--- config.mk ---
export PLATFORM = sky130hd
export DESIGN_NAME = mem_ctrl
export DESIGN_NICKNAME = d
export VERILOG_FILES = /design/src/rtl/mem_pkg.sv /design/src/rtl/icache_array.sv /design/src/rtl/mem_ctrl.sv
export SDC_FILE = /design/constraint.sdc
export NUM_CORES = 1
export LEC_CHECK = 0
export ABC_AREA = 0
export CELL_PAD_IN_SITES_DETAIL_PLACEMENT = 0
export CELL_PAD_IN_SITES_GLOBAL_PLACEMENT = 1
export CORE_ASPECT_RATIO = 0.6
export CORE_UTILIZATION = 59
export DETAILED_ROUTE_END_ITERATION = 10
export MAX_ROUTING_LAYER = met4
export PLACE_DENSITY_LB_ADDON = 0.1
export RECOVER_POWER = 100
export SYNTH_ARGS = -nofsm -noshare
export SYNTH_HDL_FRONTEND = slang
export SYNTH_SLANG_ARGS = --single-unit
--- constraint.sdc ---
create_clock -name clk -period 14.75 [get_ports clk]
set_input_delay 3.6875 -clock clk [delete_from_list [all_inputs] [get_ports clk]]
set_output_delay 3.6875 -clock clk [all_outputs]
set_load 0.005 [all_outputs]
--- src/rtl/mem_pkg.sv ---
// Shared types and geometry defaults for the memory controller and its I-cache.
package mem_pkg;

  localparam int ADDR_W    = 16;
  localparam int DATA_W    = 16;
  localparam int LINES_DEF = 16;
  localparam int WORDS_DEF = 4;

  localparam int IDX_W_DEF = $clog2(LINES_DEF);
  localparam int OFF_W_DEF = $clog2(WORDS_DEF);
  localparam int TAG_W_DEF = ADDR_W - IDX_W_DEF - OFF_W_DEF;

  typedef enum logic [1:0] {
    ST_IDLE = 2'd0,
    ST_DATA = 2'd1,
    ST_FILL = 2'd2
  } state_e;

endpackage

--- src/rtl/icache_array.sv ---
// Direct-mapped I-cache storage: valid bits, tags and line data with an
// instruction lookup port, a tag-probe port for data writes, and fill/invalidate controls.
module icache_array
  import mem_pkg::*;
#(
  parameter int LINES = LINES_DEF,
  parameter int WORDS = WORDS_DEF
) (
  input  logic              clk,
  input  logic              rst_n,
  input  logic [ADDR_W-1:0] i_addr_i,
  output logic              i_hit_o,
  output logic [DATA_W-1:0] i_word_o,
  input  logic [ADDR_W-1:0] d_addr_i,
  output logic              d_hit_o,
  input  logic              wr_en_i,
  input  logic [ADDR_W-1:0] wr_addr_i,
  input  logic [DATA_W-1:0] wr_data_i,
  input  logic              val_en_i,
  input  logic              inval_en_i,
  input  logic [ADDR_W-1:0] inval_addr_i
);

  localparam int IDX_W = $clog2(LINES);
  localparam int OFF_W = $clog2(WORDS);
  localparam int TAG_W = ADDR_W - IDX_W - OFF_W;
  localparam int LOC_W = IDX_W + OFF_W;

  logic [LINES-1:0]  valid_q;
  logic [TAG_W-1:0]  tag_q  [LINES];
  logic [DATA_W-1:0] data_q [LINES*WORDS];

  logic [IDX_W-1:0] i_idx, d_idx, wr_idx, inv_idx;

  assign i_idx   = i_addr_i[OFF_W +: IDX_W];
  assign d_idx   = d_addr_i[OFF_W +: IDX_W];
  assign wr_idx  = wr_addr_i[OFF_W +: IDX_W];
  assign inv_idx = inval_addr_i[OFF_W +: IDX_W];

  assign i_hit_o  = valid_q[i_idx] && (tag_q[i_idx] == i_addr_i[ADDR_W-1 -: TAG_W]);
  assign d_hit_o  = valid_q[d_idx] && (tag_q[d_idx] == d_addr_i[ADDR_W-1 -: TAG_W]);
  assign i_word_o = data_q[i_addr_i[LOC_W-1:0]];

  // Valid bits are the only state that must reset; stale tags/data are masked by them.
  always_ff @(posedge clk or negedge rst_n) begin
    if (!rst_n) begin
      valid_q <= '0;
    end else begin
      if (inval_en_i) valid_q[inv_idx] <= 1'b0;
      if (val_en_i)   valid_q[wr_idx]  <= 1'b1;
    end
  end

  always_ff @(posedge clk) begin
    if (wr_en_i)  data_q[wr_addr_i[LOC_W-1:0]] <= wr_data_i;
    if (val_en_i) tag_q[wr_idx] <= wr_addr_i[ADDR_W-1 -: TAG_W];
  end

endmodule

--- src/rtl/mem_ctrl.sv ---
// Memory controller: I-cache fill and uncached data accesses arbitrated onto one
// main-memory port, producing the CPU-wide ready/stall.
//
//   state   | meaning
//   --------+-------------------------------------------------------------
//   ST_IDLE | lookup; ready when data done (or none) and fetch hits
//   ST_DATA | single uncached read/write outstanding on main memory
//   ST_FILL | WORDS sequential reads refilling the missing I-cache line
module mem_ctrl
  import mem_pkg::*;
#(
  parameter int LINES = LINES_DEF,
  parameter int WORDS = WORDS_DEF
) (
  input  logic              clk,
  input  logic              rst_n,
  input  logic              i_fetch,
  input  logic [ADDR_W-1:0] i_addr,
  input  logic              re,
  input  logic              we,
  input  logic [ADDR_W-1:0] d_addr,
  input  logic [DATA_W-1:0] wrt_data,
  output logic [DATA_W-1:0] instr,
  output logic [DATA_W-1:0] rd_data,
  output logic              ready,
  output logic              mm_req,
  output logic              mm_we,
  output logic [ADDR_W-1:0] mm_addr,
  output logic [DATA_W-1:0] mm_wdata,
  input  logic              mm_ack,
  input  logic [DATA_W-1:0] mm_rdata
);

  localparam int OFF_W = $clog2(WORDS);

  state_e            state_q;
  logic              d_done_q;
  logic [OFF_W-1:0]  cnt_q;
  logic [OFF_W-1:0]  cnt_d;
  logic              mm_req_q;
  logic              mm_we_q;
  logic [ADDR_W-1:0] mm_addr_q;
  logic [DATA_W-1:0] mm_wdata_q;
  logic [DATA_W-1:0] rd_data_q;

  logic              i_hit;
  logic              d_hit;
  logic [DATA_W-1:0] i_word;
  logic              in_idle;
  logic              d_pend;
  logic              fill_start;
  logic              fill_ack;
  logic              fill_last;
  logic              coh_inval;
  logic              inval_en;
  logic [ADDR_W-1:0] inval_addr;

  assign in_idle = (state_q == ST_IDLE);
  assign d_pend  = (re | we) & ~d_done_q;

  // Data goes first: it belongs to the older instruction in the pipeline.
  assign fill_start = in_idle & ~d_pend & i_fetch & ~i_hit;
  assign fill_ack   = (state_q == ST_FILL) & mm_ack;
  assign fill_last  = fill_ack & (cnt_q == OFF_W'(WORDS - 1));
  assign cnt_d      = cnt_q + 1'b1;

  // Self-modifying code: a completed write into a cached line drops that line.
  assign coh_inval  = (state_q == ST_DATA) & mm_ack & mm_we_q & d_hit;
  // Clearing the victim at fill start means an abandoned fill never leaves it valid.
  assign inval_en   = fill_start | coh_inval;
  assign inval_addr = fill_start ? i_addr : mm_addr_q;

  assign ready = rst_n & in_idle & (~(re | we) | d_done_q) & (~i_fetch | i_hit);

  assign instr    = i_hit ? i_word : '0;
  assign rd_data  = rd_data_q;
  assign mm_req   = mm_req_q;
  assign mm_we    = mm_we_q;
  assign mm_addr  = mm_addr_q;
  assign mm_wdata = mm_wdata_q;

  icache_array #(
    .LINES (LINES),
    .WORDS (WORDS)
  ) u_icache (
    .clk          (clk),
    .rst_n        (rst_n),
    .i_addr_i     (i_addr),
    .i_hit_o      (i_hit),
    .i_word_o     (i_word),
    .d_addr_i     (mm_addr_q),
    .d_hit_o      (d_hit),
    .wr_en_i      (fill_ack),
    .wr_addr_i    (mm_addr_q),
    .wr_data_i    (mm_rdata),
    .val_en_i     (fill_last),
    .inval_en_i   (inval_en),
    .inval_addr_i (inval_addr)
  );

  always_ff @(posedge clk or negedge rst_n) begin
    if (!rst_n) begin
      state_q    <= ST_IDLE;
      d_done_q   <= 1'b0;
      cnt_q      <= '0;
      mm_req_q   <= 1'b0;
      mm_we_q    <= 1'b0;
      mm_addr_q  <= '0;
      mm_wdata_q <= '0;
      rd_data_q  <= '0;
    end else begin
      case (state_q)
        ST_IDLE: begin
          if (ready) d_done_q <= 1'b0;
          if (d_pend) begin
            state_q    <= ST_DATA;
            mm_req_q   <= 1'b1;
            mm_we_q    <= we;
            mm_addr_q  <= d_addr;
            mm_wdata_q <= wrt_data;
          end else if (fill_start) begin
            state_q   <= ST_FILL;
            mm_req_q  <= 1'b1;
            mm_we_q   <= 1'b0;
            mm_addr_q <= {i_addr[ADDR_W-1:OFF_W], {OFF_W{1'b0}}};
            cnt_q     <= '0;
          end
        end
        ST_DATA: begin
          if (mm_ack) begin
            state_q  <= ST_IDLE;
            mm_req_q <= 1'b0;
            mm_we_q  <= 1'b0;
            d_done_q <= 1'b1;
            if (!mm_we_q) rd_data_q <= mm_rdata;
          end
        end
        ST_FILL: begin
          if (mm_ack) begin
            if (fill_last) begin
              state_q  <= ST_IDLE;
              mm_req_q <= 1'b0;
              cnt_q    <= '0;
            end else begin
              cnt_q     <= cnt_d;
              mm_addr_q <= {mm_addr_q[ADDR_W-1:OFF_W], cnt_d};
            end
          end
        end
        default: begin
          state_q  <= ST_IDLE;
          mm_req_q <= 1'b0;
        end
      endcase
    end
  end

endmodule

* Yosys cells after proc, flatten, opt, wreduce, memory -nomap -nowiden
Memories as Yosys holds them, arrays and structs flattened. Cells that the tools add are included.
Operators by class: equal/unequal tests 13, reduce and logical (&&, ||, !) cells 16, mux-type cells 44, add/subtract/negate cells 1, $lt $le $gt $ge 5, bitwise logic cells 26
Operators by type and width (count):
- $mux W16 | 5
- $pmux W16 S2 | 1
- $mux W2 | 11
- $eq A10 B10 Y1 | 2
- $mux W1 | 17
- $and A16 B16 Y16 | 1
- $not A16 Y16 | 1
- $or A16 B16 Y16 | 1
- $lt A4 B5 Y1 const B | 3
- $and A1 B1 Y1 | 12
- $ne A2 B2 Y1 const B | 6
- $reduce_and A3 Y1 | 4
- $reduce_and A4 Y1 | 3
- $bmux W1 S4 | 2
- $demux W1 S4 | 2
- $ge A4 B1 Y1 const B | 2
- $not A1 Y1 | 7
- $mux W6 | 1
- $pmux W2 S3 | 1
- $reduce_bool A2 Y1 | 3
- $eq A2 B2 Y1 const B | 2
- $logic_and A1 B1 Y1 | 4
- $or A1 B1 Y1 | 4
- $pmux W1 S2 | 2
- 8 further kinds | 8
Storage, ports and cells: input port bits 70, word-level logic and storage cells 117, register bits 71, RAM bits 1184, output and inout bits 67, memories kept 2
Memory list:
- u_icache.data_q | words 64, bits a word 16, rd ports 1, clocked after memory_dff 0, write ports 1, RTL line icache_array.sv:31 | logic [DATA_W-1:0] data_q [LINES*WORDS];
- u_icache.tag_q | words 16, bits a word 10, rd ports 2, clocked after memory_dff 0, write ports 1, RTL line icache_array.sv:30 | logic [TAG_W-1:0] tag_q [LINES];

* Logic depth before layout (Yosys ltp)
depth after elaboration 16, mapped depth 15, gate-level depth less buffers 9

* Cells and area by module
A second synthesis with hierarchy kept.
Unflattened totals: cells, all modules 2227, area, all modules 50455.9 sq um
Modules (own cells, without submodules):
- icache_array | times used 1, area each 47750.8 sq um, cells an instance 2012, seq. area each 35954.5 sq um
- mem_ctrl | times used 1, area each 2705.1 sq um, cells an instance 215, seq. area each 1376.3 sq um

* Worst setup path after synthesis
OpenSTA, ideal clock, no wires.
kind input -> output, start input i_addr[0], end output instr[0], required time 11062 ps, path buffers 3, arrival 6426 ps, path slack 4637 ps, cell stages on the path 7, cell sequence clkbuf_1 clkbuf_1 buf_1 mux4_2 mux4_2 mux4_2 nor2b_1
Between the ends: cells in the longest elaborated chain, start to end 2
RTL lines:
- from (decl) | RTL line mem_ctrl.sv:18 | input logic [ADDR_W-1:0] i_addr,
- $mem_v2 Z64 W16
- $mux W16 | RTL line mem_ctrl.sv:75 | assign instr = i_hit ? i_word : '0;
- to (decl) | RTL line mem_ctrl.sv:23 | output logic [DATA_W-1:0] instr,
No other way between the ends.

* Worst setup path after layout
start input i_addr[5], end output instr[11]
Between the ends: cells in the longest elaborated chain, start to end 4, elaborated cells on any way between the ends 7, those cells by class eq/ne (1); mux (3); reduce/logical (1); memory (2)
RTL lines:
- $mem_v2 Z16 W10 / $bmux W1 S4 (equally long branches)
- $eq A10 B10 Y1 / $mux W1 (equally long branches) | RTL line icache_array.sv:40 | assign i_hit_o = valid_q[i_idx] && (tag_q[i_idx] == i_addr_i[ADDR_W-1 -: TAG_W]);
- $logic_and A1 B1 Y1 | RTL line icache_array.sv:40
- $mux W16 * | RTL line mem_ctrl.sv:75
Every way passes the cells marked *; elsewhere a longest branch is shown, timed or not. The select of a mux whose other input is x is not followed.

==> flow_summary_export.csv <==
group,metric,value,unit
clocking,clock_latency,0.72,ns
pwr,finalPower,8460,uW
worst_setup_path,required,11.06,ns
timing,worst_pin_slew,3.54,ns
pwr,leakagePower,0.0181,uW
clocking,cts.path.max_buffers,3,
clocking,cts.repair.resized,0,
worst_setup_path,cp_cell_sequence,"dlygate4sd3_1, clkbuf_1, clkinv_1, a221oi_1, o31ai_1, nor4_1, nor4b_1, nand4b_1, clkbuf_1, nor2b_1, dlygate4sd3_1",
global_route,antenna_found_initial,9,
pwr,swShare,25.8,%
placed_design,place.gp.congestion,0.983,
yosys,avgSynthCellArea,21.6,um2
yosys,netlist_instances,2338,
cells_and_area,nets,2606,
worst_setup_path,critPathSlowestCell,"dlygate4sd3_1",
yosys,synth_edf_count,1184,
global_route,grtUsageMet1,50.0,%
cells_and_area,syn_to_final_growth,12.2,%
worst_setup_path,start_kind,"input port",
floorplan,row_count,82,
yosys,syn_area,0.0506,mm2
floorplan,fp.coreArea,0.0842,mm2
hold_path,hold_path_class,"flip-flop to flip-flop",
floorplan,chipHeight,229,um
cells_and_area,drive_gt1_share,24.9,%
worst_setup_path,cp.arrival,9.56,ns
yosys,ys_types,67,
worst_setup_path,critPathMaxFanout,17,
pwr,seqPwrFrac,50.0,%
cells_and_area,layout_commonest_cell,"edfxtp_1",
detailed_routing,wl_per_cell,34.5,um
worst_setup_path,worstReg2RegStart,"mm_addr[2]",
global_route,busiest_layer,"met1",
worst_setup_path,cp_slowest_stage_delay,0.98,ns
run_status,status,"complete, but fails checks",
floorplan,initial_core_util,60.1,%
timing,min_period_over_period,89.8,%
timing,skew,0.0289,ns
worst_setup_path,regToRegEndpoint,"u_icache.tag_q[1][1]",
detailed_routing,firstDrtPassIters,5,
timing,max_freq,0.0755,GHz
timing,fin_tns_setup,0,ns
cells_and_area,multi_input_area,0.0126,mm2
detailed_routing,vias_per_cell,6.86,
run_status,violations,"capacitance limit, slew limit",
placed_design,portBuffers,136,
global_route,grt_usage,31.4,%
yosys,synth_warnings,0,
yosys,syn-num-nets,2409,
global_route,grt_util_met2,41.3,%
cells_and_area,nFillCells,5369,
pwr,pwr-share-comb,15.0,%
clocking,root_buffer,"clkbuf_16",
timing,post-route-min-period,13.25,ns
worst_setup_path,reg2regPathDepth,4,
hold_path,worstHoldStart,"mm_req",
yosys,synth.largest_area_cell,"edfxtp_1",
pwr,ir_drop,106,uV
floorplan,boundaryPins,137,
global_route,grt_pass1_vias,25300,
floorplan,die_area,0.0870,mm2
clocking,postCtsSetupRepairBufs,0,
clocking,holdBufCountCts,0,
yosys,async_flop_share,5.66,%
worst_setup_path,cp_num_buf_inv,5,
detailed_routing,totalWireLength,130000,um
worst_setup_path,r2r_setup_slack,9.32,ns
yosys,yosysTopAreaCellShare,70.2,%
clocking,cts.clk_slew.worst_paths,0.07,ns
worst_setup_path,path_class,"input port to output pin",
hold_path,holdPathEnd,"mm_req",
detailed_routing,drc,0,
clocking,cts_buffers,108,
pwr,p_int,6270,uW
global_route,grt_use_met3,8.33,%
detailed_routing,drtIter0Drc,3862,
timing,hold_violations,0,
worst_setup_path,cpLargestDelayFamily,"buffers and inverters",
timing,rsz0062_at_grt,"no",
global_route,grt_start_max_net_pins,133,
yosys,yosysSeqAreaShare,73.8,%
clocking,numClockSinks,1255,
yosys,synth_seq_cells,1255,
yosys,ys.flop_type,"edfxtp_1",
hold_path,min_delay_path_depth,2,
pwr,power_frac_clock,35.0,%
yosys,synth.area.top_cells,"edfxtp_1 (70%), mux4_2 (18%), dfrtp_1 (3.5%), mux2i_1 (1.8%), mux2_2 (0.89%)",
pwr,pwr_density_cell,149,mW/mm2
worst_setup_path,cp.depth,11,
clocking,cts_tree,"yes",
timing,relSlewSlack,-136,%
pwr,p_sw,2180,uW
detailed_routing,postRouteAntennaNets,0,
worst_setup_path,endpoint_kind,"output pin",
global_route,grt_pass1_wl,186000,um
global_route,grt-ovfl-total,0,
run,drv_cap,60,
timing,setup_violations,0,
floorplan,die_width,380,um
timing,drv_slew,1798,
cells_and_area,final_cell_mix,"edfxtp_1 (1184), mux4_2 (397), clkbuf_16 (112)",
detailed_routing,vias,25800,
clocking,htreeDepth,3,
cells_and_area,regArea,0.0373,mm2
placed_design,dpl.hpwl,78000,um
-- flip-flops by register name (all words and copies together), names as in the netlist --
signal            cells
cnt_q                 2
d_done_q              1
mm_addr              16
mm_req                1
mm_wdata             16
mm_we                 1
rd_data              16
state_q               2
u_icache.data_q    1024
u_icache.tag_q      160
u_icache.valid_q     16
-- power by group through the flow --
stage	Sequential, uW	Clock (uW)	Combinational (uW)
3_3_place_gp	4290	0	1270
2_1_floorplan	4250	0	729
3_5_place_dp	4300	0	1280
6_report	4230	2960	1270
4_1_cts	4230	2990	1290
5_1_grt	4250	3120	1330
-- worst max-delay path by stage --
stage | endpoint | slack [ns] | start
6_report | instr[11] | 1.50 | i_addr[5]
5_1_grt | instr[11] | 1.33 | i_addr[5]
4_1_cts | instr[11] | 2.58 | i_addr[5]
3_5_place_dp | instr[11] | 2.60 | i_addr[5]
3_3_place_gp | instr[11] | 2.66 | i_addr[5]
2_1_floorplan | instr[0] | 4.64 | i_addr[0]
-- cell usage after synthesis (all sizes together) (5+ instances only) --
library cell / count
a21oi: 36
a221oi: 6
a22oi: 11
a32oi: 6
and2: 5
buf: 66
clkbuf: 64
dfrtp: 71
edfxtp: 1184
inv: 17
mux2: 42
mux2i: 91
mux4: 397
nand2: 30
nand2b: 8
nand3: 24
nand4: 7
nor2: 116
nor2b: 25
nor3: 14
o21ai: 15
o22ai: 15
xnor2: 9
xor2: 7
-- worst register-to-register path, delay by kind of cell, from the launching register on --
family        cells  cell delay [ns]
simple gates      3             3.37
buf+inv           1             0.43
flops             1             1.17
-- final cells by class --
| cell class | instances | share of cell area, % |
|---|---|---|
| Antenna cell | 2 | 0.00881 |
| Clock buffer | 132 | 5.12 |
| Clock inverter | 70 | 1.32 |
| Inverter | 18 | 0.119 |
| Multi-Input combinational cell | 935 | 22.3 |
| Sequential cell | 1255 | 65.7 |
| Tap cell | 1134 | 2.50 |
| Timing Repair Buffer | 217 | 2.93 |
-- routing by layer --
| layer | routed length [um] | up-vias |
|---|---|---|
| met4 | 2030 | 0 |
| met5 | 0 | - |
| met2 | 55300 | 1593 |
| met3 | 16200 | 170 |
| met1 | 56300 | 13800 |
| li1 | - | 10300 |
-- cell families (layout without fill, tap and decap cells) --
| family | after synthesis | count (layout) | share of synthesized area [%] |
|---|---|---|---|
| simple gates | 260 | 260 | 2.51 |
| compound gates | 128 | 128 | 1.73 |
| buf+inv | 148 | 437 | 1.29 |
| mux | 530 | 530 | 20.4 |
| fa+ha+maj | 1 | 1 | 0.0247 |
| other cells | 0 | 2 | 0 |
| flops | 1255 | 1255 | 73.8 |
| xor+xnor | 16 | 16 | 0.277 |
-- metrics by stage --
step	hold slack, ns	cell area, um2	setup WS [ns]	utilization (%)	std cells
after floorplan	0.482	50600	4.64	-	2338
after global placement	0.486	53600	2.66	63.6	3559
after detailed placement	0.495	53600	2.60	63.6	3559
after CTS	0.515	57200	2.58	67.9	3761
after global routing	0.519	56800	1.33	67.4	3763
final	0.503	56800	1.50	67.4	3763
Note: power is estimated with default switching activity, not from simulation.
